<file path="config.mk">
export PLATFORM = sky130hd
export DESIGN_NAME = safe_div
export DESIGN_NICKNAME = d
export VERILOG_FILES = /design/src/rtl/safe_div_pkg.sv /design/src/rtl/safe_div_step.sv /design/src/rtl/safe_div.sv
export SDC_FILE = /design/constraint.sdc
export NUM_CORES = 1
export LEC_CHECK = 0
export CELL_PAD_IN_SITES_DETAIL_PLACEMENT = 1
export CELL_PAD_IN_SITES_GLOBAL_PLACEMENT = 1
export CORE_MARGIN = 8
export CORE_UTILIZATION = 49
export CTS_CLUSTER_SIZE = 10
export DETAILED_ROUTE_END_ITERATION = 8
export GPL_TIMING_DRIVEN = 0
export PLACE_DENSITY_LB_ADDON = 0.1
export SLEW_MARGIN = 10
export SYNTH_ARGS = -nofsm -noshare
export SYNTH_HDL_FRONTEND = slang
export SYNTH_SLANG_ARGS = --single-unit
export TNS_END_PERCENT = 30
</file>
<file path="constraint.sdc">
create_clock -name clk -period 10.4 [get_ports clk]
set_input_delay 2.08 -clock clk [delete_from_list [all_inputs] [get_ports clk]]
set_output_delay 2.08 -clock clk [all_outputs]
set_load 0.01 [all_outputs]
</file>
<file path="src/rtl/safe_div_pkg.sv">
// Shared definitions for the fixed-point divider: FSM state encoding,
// derived iteration-count helpers and saturation constants (also used by
// the fixed-point multiplier).
package safe_div_pkg;

  typedef enum logic [1:0] {
    IDLE = 2'd0,
    CALC = 2'd1,
    DONE = 2'd2
  } div_state_t;

  // Alignment shift applied to the numerator so the integer quotient lands
  // directly on the Q_FRAC binary point.
  function automatic int calc_shift(input int n_frac, input int d_frac, input int q_frac);
    return q_frac + d_frac - n_frac;
  endfunction

  // Number of restoring iterations: one per dividend bit.
  function automatic int calc_div_w(input int n_width, input int shift);
    return n_width + shift;
  endfunction

  // Largest positive two's-complement value of the given width.
  function automatic logic signed [63:0] sat_max(input int width);
    return (64'sd1 <<< (width - 1)) - 64'sd1;
  endfunction

  // Most negative two's-complement value of the given width.
  function automatic logic signed [63:0] sat_min(input int width);
    return -(64'sd1 <<< (width - 1));
  endfunction

endpackage

</file>
<file path="src/rtl/safe_div_step.sv">
// One restoring-division iteration: shift the next dividend bit into the
// partial remainder and subtract |D| when it fits.
module safe_div_step #(
  parameter int D_WIDTH = 16
) (
  input  logic [D_WIDTH:0]   rem_in,
  input  logic               next_bit,
  input  logic [D_WIDTH-1:0] d_mag,
  output logic [D_WIDTH:0]   rem_out,
  output logic               q_bit
);

  logic [D_WIDTH+1:0] shifted;
  logic [D_WIDTH+1:0] d_ext;
  logic [D_WIDTH+1:0] diff;

  // Compare/subtract; the restored remainder is always below |D| so the
  // extra guard bit of the shifted value is never needed in the result.
  always_comb begin
    shifted = {rem_in, next_bit};
    d_ext   = (D_WIDTH + 2)'(d_mag);
    diff    = shifted - d_ext;
    q_bit   = (shifted >= d_ext);
    rem_out = q_bit ? (D_WIDTH + 1)'(diff) : (D_WIDTH + 1)'(shifted);
  end

endmodule

</file>
<file path="src/rtl/safe_div.sv">
// Sequential signed fixed-point divider, one quotient bit per clock.
// Sign-magnitude restoring algorithm; quotient truncates toward zero and is
// flagged on overflow or divide-by-zero.
// Optional build macro SAFE_DIV_SATURATE_EN clamps q on overflow (and on
// divide-by-zero, following the numerator sign) instead of wrapping.
module safe_div
  import safe_div_pkg::*;
#(
  parameter int N_WIDTH = 16,
  parameter int N_FRAC  = 14,
  parameter int D_WIDTH = 16,
  parameter int D_FRAC  = 14,
  parameter int Q_WIDTH = 16,
  parameter int Q_FRAC  = 14
) (
  input  logic                      clk,
  input  logic                      rst_n,
  input  logic                      in_valid,
  output logic                      in_ready,
  input  logic signed [N_WIDTH-1:0] n_in,
  input  logic signed [D_WIDTH-1:0] d_in,
  output logic                      out_valid,
  input  logic                      out_ready,
  output logic signed [Q_WIDTH-1:0] q,
  output logic                      overflow,
  output logic                      div_by_zero
);

  localparam int SHIFT = calc_shift(N_FRAC, D_FRAC, Q_FRAC);
  localparam int DIV_W = calc_div_w(N_WIDTH, SHIFT);
  localparam int CNT_W = (DIV_W > 1) ? $clog2(DIV_W) : 1;
  // Wide enough to hold the magnitude and both overflow limits unsigned.
  localparam int CMP_W = ((DIV_W > Q_WIDTH) ? DIV_W : Q_WIDTH) + 1;

`ifdef SAFE_DIV_SATURATE_EN
  localparam logic [Q_WIDTH-1:0] Q_MAX = Q_WIDTH'(sat_max(Q_WIDTH));
  localparam logic [Q_WIDTH-1:0] Q_MIN = Q_WIDTH'(sat_min(Q_WIDTH));
`endif

  generate
    if (SHIFT < 0) begin : g_shift_check
      $error("safe_div: Q_FRAC + D_FRAC - N_FRAC must not be negative");
    end
  endgenerate

  div_state_t                state;
  div_state_t                state_nxt;
  logic [CNT_W-1:0]          cnt;
  logic [DIV_W-1:0]          dvd;
  logic [D_WIDTH-1:0]        d_mag;
  logic [D_WIDTH:0]          rem;
  logic [DIV_W-1:0]          m_reg;
  logic                      sign;
  logic signed [Q_WIDTH-1:0] q_r;
  logic                      ovf_r;
  logic                      dbz_r;

  logic [N_WIDTH-1:0]        n_abs;
  logic [D_WIDTH-1:0]        d_abs;
  logic [D_WIDTH:0]          step_rem;
  logic                      step_bit;
  logic [DIV_W-1:0]          m_next;
  logic                      accept;

  // Turn the final magnitude and sign into {overflow, q}; wraps by
  // truncation unless the saturating build is selected.
  function automatic logic [Q_WIDTH:0] pack_result(input logic [DIV_W-1:0] mag,
                                                   input logic             neg);
    logic [CMP_W-1:0]   mag_ext;
    logic [CMP_W-1:0]   lim;
    logic               ovf;
    logic [Q_WIDTH-1:0] qv;
    mag_ext = CMP_W'(mag);
    lim     = neg ? (CMP_W'(1) << (Q_WIDTH - 1))
                  : ((CMP_W'(1) << (Q_WIDTH - 1)) - CMP_W'(1));
    ovf     = (mag_ext > lim);
    qv      = neg ? Q_WIDTH'(~mag_ext + CMP_W'(1)) : Q_WIDTH'(mag_ext);
`ifdef SAFE_DIV_SATURATE_EN
    if (ovf) begin
      qv = neg ? Q_MIN : Q_MAX;
    end
`endif
    return {ovf, qv};
  endfunction

  assign n_abs  = n_in[N_WIDTH-1] ? (~$unsigned(n_in) + N_WIDTH'(1)) : $unsigned(n_in);
  assign d_abs  = d_in[D_WIDTH-1] ? (~$unsigned(d_in) + D_WIDTH'(1)) : $unsigned(d_in);
  assign accept = in_valid && in_ready;
  assign m_next = DIV_W'({m_reg, step_bit});

  safe_div_step #(
    .D_WIDTH (D_WIDTH)
  ) u_step (
    .rem_in   (rem),
    .next_bit (dvd[DIV_W-1]),
    .d_mag    (d_mag),
    .rem_out  (step_rem),
    .q_bit    (step_bit)
  );

  // State register.
  always_ff @(posedge clk or negedge rst_n) begin
    if (!rst_n) begin
      state <= IDLE;
    end else begin
      state <= state_nxt;
    end
  end

  // Next-state and handshake outputs; DONE never accepts in the same cycle.
  always_comb begin
    state_nxt = state;
    in_ready  = 1'b0;
    out_valid = 1'b0;
    case (state)
      IDLE: begin
        in_ready = 1'b1;
        if (in_valid) begin
          state_nxt = (d_in == '0) ? DONE : CALC;
        end
      end
      CALC: begin
        if (cnt == '0) begin
          state_nxt = DONE;
        end
      end
      DONE: begin
        out_valid = 1'b1;
        if (out_ready) begin
          state_nxt = IDLE;
        end
      end
      default: state_nxt = IDLE;
    endcase
  end

  // Operand capture, iteration datapath and result registers.
  always_ff @(posedge clk or negedge rst_n) begin
    if (!rst_n) begin
      cnt   <= '0;
      dvd   <= '0;
      d_mag <= '0;
      rem   <= '0;
      m_reg <= '0;
      sign  <= 1'b0;
      q_r   <= '0;
      ovf_r <= 1'b0;
      dbz_r <= 1'b0;
    end else begin
      case (state)
        IDLE: begin
          if (accept) begin
            dvd   <= DIV_W'(n_abs) << SHIFT;
            d_mag <= d_abs;
            sign  <= n_in[N_WIDTH-1] ^ d_in[D_WIDTH-1];
            rem   <= '0;
            m_reg <= '0;
            cnt   <= CNT_W'(DIV_W - 1);
            if (d_in == '0) begin
              ovf_r <= 1'b1;
              dbz_r <= 1'b1;
`ifdef SAFE_DIV_SATURATE_EN
              q_r   <= n_in[N_WIDTH-1] ? $signed(Q_MIN) : $signed(Q_MAX);
`else
              q_r   <= '0;
`endif
            end else begin
              ovf_r <= 1'b0;
              dbz_r <= 1'b0;
              q_r   <= '0;
            end
          end
        end
        CALC: begin
          dvd   <= dvd << 1;
          rem   <= step_rem;
          m_reg <= m_next;
          if (cnt == '0) begin
            {ovf_r, q_r} <= pack_result(m_next, sign);
          end else begin
            cnt <= cnt - CNT_W'(1);
          end
        end
        default: ;
      endcase
    end
  end

  assign q           = q_r;
  assign overflow    = ovf_r;
  assign div_by_zero = dbz_r;

endmodule
</file>
==> After elaboration in Yosys (flattened, before gate mapping) <==
Index checks and enable logic that the tools add are counted.
{ "word_totals": {"output_inout_bits": 20, "reg_bits": 118, "inputBits": 36} }
{ "classes": {"n_eq_ne": 7, "bitwise_logic": 4, "order_cmp": 2, "mux": 28, "addsub": 5, "n_reduce_logical": 10} }
{ "ops": {"columns": ["op", "count"], "rows": [
  ["$mux 16", 6],
  ["$pmux 30 s2", 1],
  ["$pmux 29 s2", 1],
  ["$add 16x1->16 const B", 3],
  ["$not 16->16", 3],
  ["$mux 17", 2],
  ["$pmux 17 s2", 1],
  ["$pmux 16 s2", 1],
  ["$gt 30x16->1", 1],
  ["$mux 30", 1],
  ["$mux 29", 1],
  ["$ge 18x16->1", 1],
  ["$sub 17x16->17", 1],
  ["$logic_not 16->1", 1],
  ["$mux 5", 2],
  ["$ne 2x2->1 const B", 5],
  ["$pmux 5 s2", 1],
  ["$reduce_and 3->1", 3],
  ["$mux 2", 4],
  ["$pmux 2 s3", 1],
  ["$logic_not 5->1", 1],
  ["$mux 1", 5],
  ["$sub 5x1->5 const B", 1],
  ["$reduce_and 2->1", 2],
  ["7 further kinds", 7]
]} }

==> Logic depth before layout (Yosys ltp) <==
Gate-level depths: netlist of run 1.
{ "depth": {"depth_word": 6, "mapped_depth": 17, "mapped_depth_nobuf": 16} }

==> Modules after synthesis <==
A second synthesis of run 1 with hierarchy kept.
{ "hier_totals": {"cells_unflattened": 660, "hier_area_um2": 6331.1} }
{ "by_module_without_submodules": {"columns": ["module", "cells_per_inst", "area_each_um2", "n_inst"], "rows": [
  ["safe_div", 513, 5213.8, 1],
  ["safe_div_step", 147, 1117.3, 1]
]} }

==> Worst setup path before layout of run 1 <==
No wires, ideal clock.
{ "synth_path": {"path_kind": "reg-to-reg", "start": "reg rem[6]", "end": "reg q_r[14] (netlist: q[14])", "setup_time_ns": 0.127, "path_slack_ns": 6.858, "t_arrival_ns": 3.415, "synth_period_minus_slack_ns": 3.542, "path_stages_with_launch": 16, "n_path_buf": 1, "path_cell_list": "dfrtp_1 > ha_1 > a21oi_2 > o21ai_2 > a2111oi_4 > o21ai_2 > or2_1 > buf_2 > inv_2 > ha_1 > nand2_1 > or4_1 > or3_1 > o31ai_1 > xor2_1 > o21ai_1"} }
{ "synth_via": {"elab_chain_len": 6} }
{ "synth_rtl": {"columns": ["element", "line", "rtl"], "rows": [
  ["from (decl)", "safe_div.sv:51", "logic [D_WIDTH:0] rem;"],
  ["from (signal assigned)", "safe_div.sv:176", "rem <= step_rem;"],
  ["$ge 18x16->1", "safe_div_step.sv:23", "q_bit = (shifted >= d_ext);"],
  ["$not 16->16", "safe_div.sv:77", "qv = neg ? Q_WIDTH'(~mag_ext + CMP_W'(1)) : Q_WIDTH'(mag_ext);"],
  ["$add 16x1->16", "safe_div.sv:77", null],
  ["$mux 16", "safe_div.sv:77", null],
  ["$mux 16", "safe_div.sv:178", "if (cnt == '0) begin"],
  ["$pmux 16 s2", "safe_div.sv:150", "case (state)"],
  ["to (signal assigned)", "safe_div.sv:179", "{ovf_r, q_r} <= pack_result(m_next, sign);"],
  ["to (decl)", "safe_div.sv:54", "logic signed [Q_WIDTH-1:0] q_r;"]
]} }
Every way passes these cells. The select of a mux whose other input is x is not followed.
A chain may end at the register's enable or synchronous reset.

==> Worst setup path after layout of run 1 <==
{ "layout_path": {"start": "reg d_mag[5]", "end": "reg q_r[14] (netlist: q[14])"} }
{ "layout_via": {"elab_chain_len": 6} }
{ "layout_rtl": {"columns": ["element", "line", "rtl"], "rows": [
  ["from (decl)", "safe_div.sv:50", "logic [D_WIDTH-1:0] d_mag;"],
  ["from (signal assigned)", "safe_div.sv:154", "d_mag <= d_abs;"],
  ["$ge 18x16->1", "safe_div_step.sv:23", null],
  ["$not 16->16", "safe_div.sv:77", null],
  ["$add 16x1->16", "safe_div.sv:77", null],
  ["$mux 16", "safe_div.sv:77", null],
  ["$mux 16", "safe_div.sv:178", null],
  ["$pmux 16 s2", "safe_div.sv:150", null]
]} }
Every way passes these cells. The select of a mux whose other input is x is not followed.

==> key figures, run 1 <==
STA
  – Fin. Hold Viols: 0
  – Fin crit share: 40.2%
  – Final setup fails: 0
  – RSZ-0062 raised after global routing: false
  – Max-slew violations: 0
  – Setup TNS: 0 ps
  – Tmin final: 4180 ps
  – Clock skew: 7.08 ps
  – Least-Margin Pin Slew: 942 ps
  – Max Fclk: 239 MHz
  – Max-slew headroom: 36.9%

Setup path
  – Slowest CP cell: or4_1
  – Number of stages on the worst setup path: 16
  – Critical path arrival: 4410 ps
  – RR Endpoint: q[14]$_DFFE_PN0P_
  – CP Launch Point: d_mag[5]$_DFFE_PN0P_
  – Crit path cell chain: inv_1, ha_1, clkbuf_1, and3_1, a211oi_2, a21oi_2, or2_1, buf_2, inv_2, ha_1, nand2_1, or4_1, or3_1, o31ai_1, xor2_1, o21ai_1
  – WP buf/inv: 4
  – R2R depth: 16
  – Crit path max fanout: 8
  – Most frequent cell on the critical path: ha_1
  – Worst path max stage delay: 420 ps
  – FF-to-FF Start: d_mag[5]$_DFFE_PN0P_
  – Worst setup path end: q[14]$_DFFE_PN0P_
  – CP top delay family: simple AND/OR/NAND/NOR gates
  – Crit start category: flip-flop
  – CP endpoint kind: flip-flop
  – Crit path required time: 10630 ps
  – Worst Setup Path Type: reg2reg
  – R2r setup slk: 6220 ps

CTS
  – Postcts setup bufs: 0
  – CTS resizes: 0
  – Clk slew on worst S/H paths: 70 ps
  – # hold bufs at CTS: 0
  – Clock sinks: 104
  – Clock root buffer master: clkbuf_16
  – CTS tree: done
  – Worst skew pair latency: 360 ps
  – H-tree levels: 3
  – Clock buffer depth: 2
  – TritonCTS Buffers: 9

Synth
  – Seq cells post-synth: 104
  – Synthesized instance count: 691
  – Main synth FF type: dfrtp_1
  – Post-Syn Area per Cell: 9.19 µm²
  – Syn_nets: 765
  – Post-synthesis sequential area ratio: 41.0%
  – Post-synth cell types: 64
  – Asr flop ratio synth: 100%
  – EDFF count, synth: 0
  – Post-Syn Area: 6350 µm²
  – Yosys warnings: 0

Die
  – Core Rows: 41
  – Die height: 130 µm
  – Die area: 16900 µm²
  – I/O pin cnt: 56
  – Core outline area: 12600 µm²
  – Initial core utilization: 50.3%
  – Die W: 130 µm

Place
  – GP Congestion: 0.821
  – PortBufs: 54
  – Post-Place Cells: 918
  – Post-DP HPWL: 14300 µm

Final layout
  – Area Growth Syn to Fin: 17.1%
  – Share of cells above drive strength 1: 5.38%
  – Nets: 831
  – Max FFs per register: 29
  – Area occupied by registers: 2600 µm²
  – Commonest non-fill, non-tap cell in the layout: dfrtp_1
  – Most frequent cells in the layout: 104 x dfrtp_1, 97 x nand2_1, 62 x o21ai_0, 53 x clkdlybuf4s50_1, 37 x ha_1
  – Area occupied by multi-input gates: 3470 µm²
  – Final std cells w/o fill: 934
  – # diodes: 0
  – Fillers: 1493

Detailed routing
  – Final WL: 18700 µm
  – Vias: 5634
  – Drt first pass iters: 5
  – DRT iter0 DRCs: 387
  – Drt wl/cell: 20.0 µm
  – # DRC: 0
  – Via-to-Cell Ratio: 6.03
  – DRT antenna net count: 0

GRT
  – GRT Total Usage: 23.6%
  – Pin count of the biggest net entering global routing: 83
  – Total grt overflow: 0
  – Number of global-route vias before repair: 5970
  – Antenna violations before repair: 0
  – First-pass GRT wire length: 31200 µm

Run
  – Max-Cap Viols: 0

Power and ir drop
  – Peak VDD IR: 0.127 mV
  – Leak: 3.28 nW
  – PwrDens: 321 nW/µm²

Hold path
  – HP Class: reg2reg

Status
  – Status: complete, no violations
==> cells by family (layout without fill, tap and decap cells) <==
logic type | count (synthesis) | count (layout) | share of synthesized area, %
compound gates | 205 | 205 | 22.1
xor+xnor | 52 | 52 | 7.18
fa+ha+maj | 38 | 38 | 7.61
buf+inv | 67 | 138 | 4.40
flops | 104 | 104 | 41.0
mux | 13 | 13 | 2.05
simple gates | 212 | 212 | 15.7
==> routing by layer <==
metal	track usage, %	part of all wire [%]
met1	30.0	45
met2	40.2	49
met3	3.30	4.0
met4	8.54	1.9
met5	0	0
==> cells in the mapped netlist, types with 3 or more instances <==
cell type | instances | area [µm²]
dfrtp_1 | 104 | 2600
nand2_1 | 97 | 364
o21ai_0 | 62 | 310
ha_1 | 37 | 463
inv_1 | 35 | 131
nor2_1 | 31 | 116
xor2_1 | 30 | 263
a21oi_1 | 28 | 140
a22o_1 | 26 | 228
clkbuf_1 | 23 | 86.3
xnor2_1 | 22 | 193
nand3_1 | 15 | 75.1
nor3_1 | 15 | 75.1
o31ai_1 | 15 | 113
mux2i_1 | 13 | 130
or3_1 | 12 | 75.1
a22oi_1 | 10 | 75.1
o21ai_1 | 9 | 45.0
nand2b_1 | 8 | 50.1
nor4_1 | 7 | 43.8
a32oi_1 | 5 | 43.8
o21a_1 | 5 | 37.5
o22ai_1 | 5 | 31.3
or4_1 | 5 | 37.5
a21o_1 | 4 | 30.0
nand4_1 | 4 | 25.0
nor2b_1 | 4 | 25.0
o221a_2 | 4 | 45.0
o311ai_1 | 4 | 35.0
o41ai_1 | 4 | 35.0
buf_1 | 3 | 11.3
buf_2 | 3 | 15.0
==> report_power, final <==
part           leakage (nW)  internal (W)  switching (W)
clock network         0.145      0.000193       0.000157
registers              1.35      0.000542       0.000132
logic                  1.79      0.000538       0.000824
==> layout make-up <==
cell class	count	share of cell area [%]
buffer	31	1.94
clock buffer	11	3.27
clock inverter	5	0.758
inverter	36	1.82
multi-input combinational	520	46.6
sequential	104	35.0
tap	172	2.90
timing repair buffer	55	7.66
==> worst min-delay path by stage <==
stage	start	to	slack (ps)	depth (start not counted)
after detailed placement	d_mag[15]$_DFFE_PN0P_	d_mag[15]$_DFFE_PN0P_	470	2
after floorplan	d_mag[15]$_DFFE_PN0P_	d_mag[15]$_DFFE_PN0P_	440	2
final	q[0]$_DFFE_PN0P_	q[0]$_DFFE_PN0P_	480	2
after global routing	q[0]$_DFFE_PN0P_	q[0]$_DFFE_PN0P_	530	2
after global placement	dvd[19]$_DFFE_PN0P_	dvd[19]$_DFFE_PN0P_	460	2
after CTS	q[10]$_DFFE_PN0P_	q[10]$_DFFE_PN0P_	490	2
==> stage by stage <==
step	total power, W	worst slack [ps]	util (%)	area, µm²	hold slack, ps
final	0.00239	6220	58.9	7430	480
after floorplan	0.00161	6860	-	6350	443
after global placement	0.00194	3400	56.3	7100	463
after CTS	0.00238	6230	58.9	7430	492
after global routing	0.00257	5940	58.9	7430	525
after detailed placement	0.00202	5960	56.5	7130	472
==> tightest hold or removal path, stage by stage (launching register included) <==
cell     delay [ps]
dfrtp_1         340
nand2_1          50
o21ai_0          60
Note: power is estimated with default switching activity, not from simulation.
==> run 2: changes to the inputs <==
- CORE_UTILIZATION: 49 -> 45
- clock period: 10.4 -> 4 ns (I/O delays scaled with it)
==> key figures, run 2 (same netlist as run 1, synthesis figures left out) <==
CTS
  – TritonCTS Buffers: 9 (unchanged)
  – Clock buffer depth: 2 (unchanged)
  – H-tree levels: 3 (unchanged)
  – CTS tree: done
  – Clock sinks: 104 (unchanged)
  – Worst skew pair latency: 350 ps (about the same)
  – # hold bufs at CTS: 0 (unchanged)
  – Clk slew on worst S/H paths: 70 ps (about the same)
  – Clock root buffer master: clkbuf_16

GRT
  – First-pass GRT wire length: 30800 µm (-1.2%)
  – Antenna violations before repair: 0 (unchanged)
  – Pin count of the biggest net entering global routing: 77 (-7.2%)
  – Total grt overflow: 0 (unchanged)
  – Number of global-route vias before repair: 5991 (+0.35%)
  – GRT Total Usage: 21.1% (-2.5 points)

Power and ir drop
  – Peak VDD IR: 0.320 mV (+150%)
  – Comb power frac: 57.2% (about the same)
  – P_sw: 0.00295 W (+170%)
  – P_int: 0.00345 W (+170%)
  – Leak: 3.31 nW (+0.93%)
  – PwrDens: 849 nW/µm² (+160%)
  – Power Total: 0.00641 W (+170%)
  – Switching share of power: 46.1% (-0.52 points)
  – Sequential Power Share: 27.7% (-0.6 points)
  – Clock group share of total power: 15.2% (+0.5 points)

STA
  – Max-slew violations: 0 (unchanged)
  – Fin crit share: 94.8% (+55 points)
  – Worst Hold Margin: 312 ps (-168 ps)
  – Max-slew headroom: 36.1% (-0.86 points)
  – Tmin final: 3790 ps (-391 ps)
  – Clock skew: 7.48 ps (+0.395 ps)
  – Max Fclk: 264 MHz (+10%)
  – Final setup fails: 0 (unchanged)
  – Least-Margin Pin Slew: 955 ps (+12.9 ps)
  – Fin. Hold Viols: 0 (unchanged)

Final layout
  – Commonest non-fill, non-tap cell in the layout: dfrtp_1
  – Final std cells w/o fill: 944 (+1.1%)
  – # diodes: 0 (unchanged)
  – Post-Route Utilization: 54.5% (-4.3 points)
  – Fillers: 1601 (+7.2%)
  – Finished Cell Area: 7540 µm² (+1.5%)
  – Max FFs per register: 29 (unchanged)
  – Most frequent cells in the layout: 104 x dfrtp_1, 97 x nand2_1, 61 x o21ai_0, 53 x clkdlybuf4s50_1, 35 x inv_1
  – Area Growth Syn to Fin: 18.8%
  – Share of cells above drive strength 1: 6.94% (+1.6 points)
  – Nets: 833 (+0.24%)

Setup path
  – CP endpoint kind: flip-flop
  – Worst Setup Path Type: reg2reg
  – CP top delay family: simple AND/OR/NAND/NOR gates
  – WP buf/inv: 3 (-1)
  – Worst path max stage delay: 440 ps (+20 ps)
  – Critical path arrival: 4020 ps (-390 ps)
  – Crit start category: flip-flop
  – Slowest CP cell: or4_4
  – Crit path cell chain: inv_1, ha_2, a21oi_2, o21ai_2, a2111oi_4, o21ai_2, or2_1, buf_2, clkinv_4, ha_2, nand2_1, or4_4, or3_4, o31ai_4, xor2_1, o21ai_1
  – Crit path required time: 4220 ps (-6410 ps)
  – Crit path max fanout: 8 (unchanged)

Place
  – GP Congestion: 0.900 (+9.6%)
  – Post-Place Cells: 926 (+0.87%)
  – Post-DP HPWL: 14000 µm (-2.3%)
  – PortBufs: 54 (unchanged)
  – Area after DPL: 7140 µm² (+0.14%)

Die
  – Core Rows: 43 (+4.9%)
  – Core outline area: 13800 µm² (+9.6%)
  – I/O pin cnt: 56 (unchanged)
  – Die area: 18200 µm² (+7.8%)
  – Initial core utilization: 45.9% (-4.4 points)
  – Die height: 135 µm (+3.8%)
  – Die W: 135 µm (+3.8%)

Detailed routing
  – # DRC: 0 (unchanged)
  – DRT iter0 DRCs: 279 (-28%)
  – Via-to-Cell Ratio: 5.87 (-2.7%)
  – DRT antenna net count: 0 (unchanged)
  – Final WL: 18800 µm (+0.63%)
  – Drt first pass iters: 4 (-1)
  – Vias: 5542 (-1.6%)
  – Drt wl/cell: 19.9 µm (-0.43%)

Run
  – Max-Cap Viols: 0 (unchanged)

Hold path
  – HP Class: in2async

Status
  – Status: complete, no violations
run 2: cell types whose count changed in the layout (fill, tap and decap cells not counted), moves of 2 or more:
cell      delta
buf_4        +4
ha_1         -3
ha_2         +3
o31ai_1      -2
inv_6        +2
clkbuf_1     -2
run 2: what timing repair did:
| action | in CTS | in global routing |
|---|---|---|
| resized for setup | 6 | 9 |
| pin swaps | 1 | 2 |
| setup buffers | 0 | 4 |
| setup endpoints to repair | 2 | 3 |
| gates cloned | 0 | 0 |
run 2: power groups by stage:
stage	clock, W	combinational, W	sequential (W)
after floorplan	0	0.00253	0.00166
after global placement	0	0.00331	0.00175
after detailed placement	0	0.00347	0.00178
after CTS	0.000981	0.00355	0.00177
after global routing	0.00102	0.00405	0.00182
final	0.000971	0.00366	0.00177
run 2: per-stage QoR:
step,setup WS (ps),TNS [ps]
6_report,208,0
5_1_grt,-3.58,-3.58
4_1_cts,20.4,0
3_5_place_dp,-150,-282
3_3_place_gp,-1820,-188200
2_1_floorplan,458,0
run 2: final cells by class:
type                    count  area, µm²  share of cell area, %
plain buffers              29        136                   1.81
multi-input cells         520       3520                   46.7
well taps                 180        225                   2.99
repair buffers             59        599                   7.95
clock buffers              10        229                   3.04
clock inverters             6       90.1                   1.19
flip-flops and latches    104       2600                   34.5
inverters                  36        140                   1.86
run 2: path summary, 6_finish.rpt:
| path | from | end | slack [ps] | cells after the start |
|---|---|---|---|---|
| worst max-delay path | d_mag[9]$_DFFE_PN0P_ | q[14]$_DFFE_PN0P_ | 210 | 16 |
| worst min-delay path | rst_n | rem[4]$_DFFE_PN0P_ | 310 | 1 |
| worst max register to register | d_mag[9]$_DFFE_PN0P_ | q[14]$_DFFE_PN0P_ | 210 | 16 |
| worst min register to register | q[6]$_DFFE_PN0P_ | q[6]$_DFFE_PN0P_ | 490 | 2 |
| max in group asynchronous | rst_n | cnt[4]$_DFFE_PN0P_ | 3030 | 2 |
| min in group clk | q[6]$_DFFE_PN0P_ | q[6]$_DFFE_PN0P_ | 490 | 2 |
run 2: worst reg2reg max path, cell delays in order (launching register included):
cell and delay [ps]:
dfrtp_1 390, inv_1 80, ha_2 320, a21oi_2 170, o21ai_2 110, a2111oi_4 360, o21ai_2 130, or2_1 240
buf_2 190, clkinv_4 120, ha_2 210, nand2_1 60, or4_4 440, or3_4 380, o31ai_4 230, xor2_1 160
o21ai_1 80
run 2: metal layers:
metal	vias up	GRT usage, %	wire length (µm)
li1	2635	-	-
met1	2777	27.3	8680
met2	104	35.7	9090
met3	26	2.67	683
met4	0	6.61	326
met5	-	0	0
==> run 3: changes to the inputs <==
- MAX_ROUTING_LAYER: not set -> met4
==> key figures, run 3 (same netlist as run 1, synthesis figures left out) <==
Status
  – Status: complete, no violations

Final layout
  – Finished Cell Area: 7550 µm² (+0.17%)
  – Area Growth Syn to Fin: 19.0%
  – Share of cells above drive strength 1: 7.21% (+0.27 points)
  – Area occupied by multi-input gates: 3540 µm² (+0.46%)
  – Commonest non-fill, non-tap cell in the layout: dfrtp_1
  – # diodes: 0 (unchanged)
  – Fillers: 1608 (+0.44%)
  – Area occupied by registers: 2600 µm² (unchanged)
  – Max FFs per register: 29 (unchanged)
  – Nets: 832 (-0.12%)
  – Most frequent cells in the layout: 104 x dfrtp_1, 96 x nand2_1, 62 x o21ai_0, 53 x clkdlybuf4s50_1, 35 x inv_1
  – Final std cells w/o fill: 943 (-0.11%)

CTS
  – # hold bufs at CTS: 0 (unchanged)
  – TritonCTS Buffers: 9 (unchanged)
  – Clock root buffer master: clkbuf_16
  – Worst skew pair latency: 350 ps (about the same)
  – CTS tree: done
  – Clock sinks: 104 (unchanged)
  – H-tree levels: 3 (unchanged)
  – Clock buffer depth: 2 (unchanged)
  – Clk slew on worst S/H paths: 70 ps (about the same)

Place
  – GP Congestion: 0.882 (-2.1%)
  – Area after DPL: 7140 µm² (unchanged)
  – PortBufs: 54 (unchanged)
  – Post-DP HPWL: 14100 µm (+0.64%)
  – Post-Place Cells: 926 (unchanged)

Setup path
  – Crit path max fanout: 8 (unchanged)
  – CP Launch Point: d_mag[7]$_DFFE_PN0P_
  – Worst path max stage delay: 450 ps (about the same)
  – FF-to-FF Start: d_mag[7]$_DFFE_PN0P_
  – Crit path cell chain: inv_1, ha_2, a21oi_2, o21ai_2, a2111oi_4, o21ai_2, or2_1, clkbuf_4, inv_6, ha_2, nand2_1, or4_4, or3_4, o31ai_4, xor2_1, o21ai_1
  – Slowest CP cell: or4_4
  – CP endpoint kind: flip-flop
  – Crit path required time: 4230 ps (about the same)
  – Number of stages on the worst setup path: 16 (unchanged)
  – Worst Setup Path Type: reg2reg
  – Crit start category: flip-flop
  – R2R depth: 16 (unchanged)
  – Worst setup path end: q[14]$_DFFE_PN0P_
  – Critical path arrival: 4120 ps (+100 ps)
  – R2r setup slk: 110 ps (-100 ps)
  – RR Endpoint: q[14]$_DFFE_PN0P_
  – WP buf/inv: 3 (unchanged)
  – CP top delay family: simple AND/OR/NAND/NOR gates

Detailed routing
  – # DRC: 0 (unchanged)
  – DRT antenna net count: 0 (unchanged)
  – Via-to-Cell Ratio: 5.90 (+0.50%)
  – Drt wl/cell: 20.1 µm (+1.2%)
  – Final WL: 19000 µm (+1.1%)
  – DRT iter0 DRCs: 307 (+10%)
  – Vias: 5564 (+0.40%)
  – Drt first pass iters: 4 (unchanged)

Hold path
  – HP Class: in2async

Power and ir drop
  – Peak VDD IR: 0.395 mV (+23%)
  – PwrDens: 850 nW/µm² (+0.11%)
  – Leak: 3.32 nW (+0.17%)
  – Power Total: 0.00642 W (+0.28%)

STA
  – Max-slew headroom: 33.3% (-2.7 points)
  – Least-Margin Pin Slew: 996 ps (+40.8 ps)
  – Clock skew: 5.41 ps (-2.07 ps)
  – Tmin final: 3890 ps (+103 ps)
  – Worst Hold Margin: 302 ps (-10.4 ps)
  – Max Fclk: 257 MHz (-2.6%)
  – Fin. Hold Viols: 0 (unchanged)
  – Setup TNS: 0 ps (unchanged)
  – Final setup fails: 0 (unchanged)
  – Max-slew violations: 0 (unchanged)
  – Fin crit share: 97.4% (+2.6 points)

GRT
  – First-pass GRT wire length: 31300 µm (+1.4%)
  – Antenna violations before repair: 0 (unchanged)
  – GRT Total Usage: 22.2% (+1.2 points)
  – Total grt overflow: 0 (unchanged)
  – Number of global-route vias before repair: 6029 (+0.63%)
  – Pin count of the biggest net entering global routing: 79 (+2.6%)

Die
  – Initial core utilization: 45.9% (unchanged)
  – Die height: 135 µm (unchanged)
  – I/O pin cnt: 56 (unchanged)
  – Die area: 18200 µm² (unchanged)
  – Die W: 135 µm (unchanged)
  – Core Rows: 43 (unchanged)
  – Core outline area: 13800 µm² (unchanged)

Run
  – Max-Cap Viols: 0 (unchanged)
-- run 3: layout make-up --
class	instances	area share (%)
plain buffers	29	1.84
clock buffers	9	2.98
clock inverters	7	1.26
repair buffers	58	7.83
inverters	36	1.85
multi-input cells	520	46.8
well taps	180	2.98
flip-flops and latches	104	34.4
-- run 3: what timing repair did --
item	4_1_cts	5_1_grt
buffers inserted	1	2
cloned	0	0
pin swaps	1	2
endpoints found under the setup margin	2	3
resized for setup	5	12
-- run 3: report_power, final --
group	leakage (nW)	internal [W]	total [W]	switching, W
sequential	1.35	0.00141	0.00178	0.000371
clock	0.161	0.000551	0.000969	0.000418
combinational	1.81	0.00149	0.00367	0.00218
total	3.32	0.00345	0.00642	0.00297
-- run 3: per-layer routing --
layer,vias to the layer above,global-route usage [%],routed length [µm]
li1,2637,-,-
met1,2755,27.8,8540
met2,141,36.1,9180
met3,31,2.79,820
met4,0,8.42,436
met5,-,-,0
-- run 3: worst min-delay path by stage --
stage	depth (start not counted)	endpoint	start	slack (ps)
detailed placement	2	d_mag[11]$_DFFE_PN0P_	d_mag[11]$_DFFE_PN0P_	480
global route	1	rem[4]$_DFFE_PN0P_	rst_n	310
finish	1	rem[4]$_DFFE_PN0P_	rst_n	300
floorplan	2	d_mag[15]$_DFFE_PN0P_	d_mag[15]$_DFFE_PN0P_	440
CTS	1	rem[4]$_DFFE_PN0P_	rst_n	300
global placement	2	q[10]$_DFFE_PN0P_	q[10]$_DFFE_PN0P_	460
-- run 3: stage by stage --
stage                     util [%]  worst slack [ps]
after CTS                     54.2              8.38
after detailed placement      51.7              -139
final                         54.6               105
after global placement        51.4             -1850
after floorplan                  -               458
after global routing          54.6             -47.1
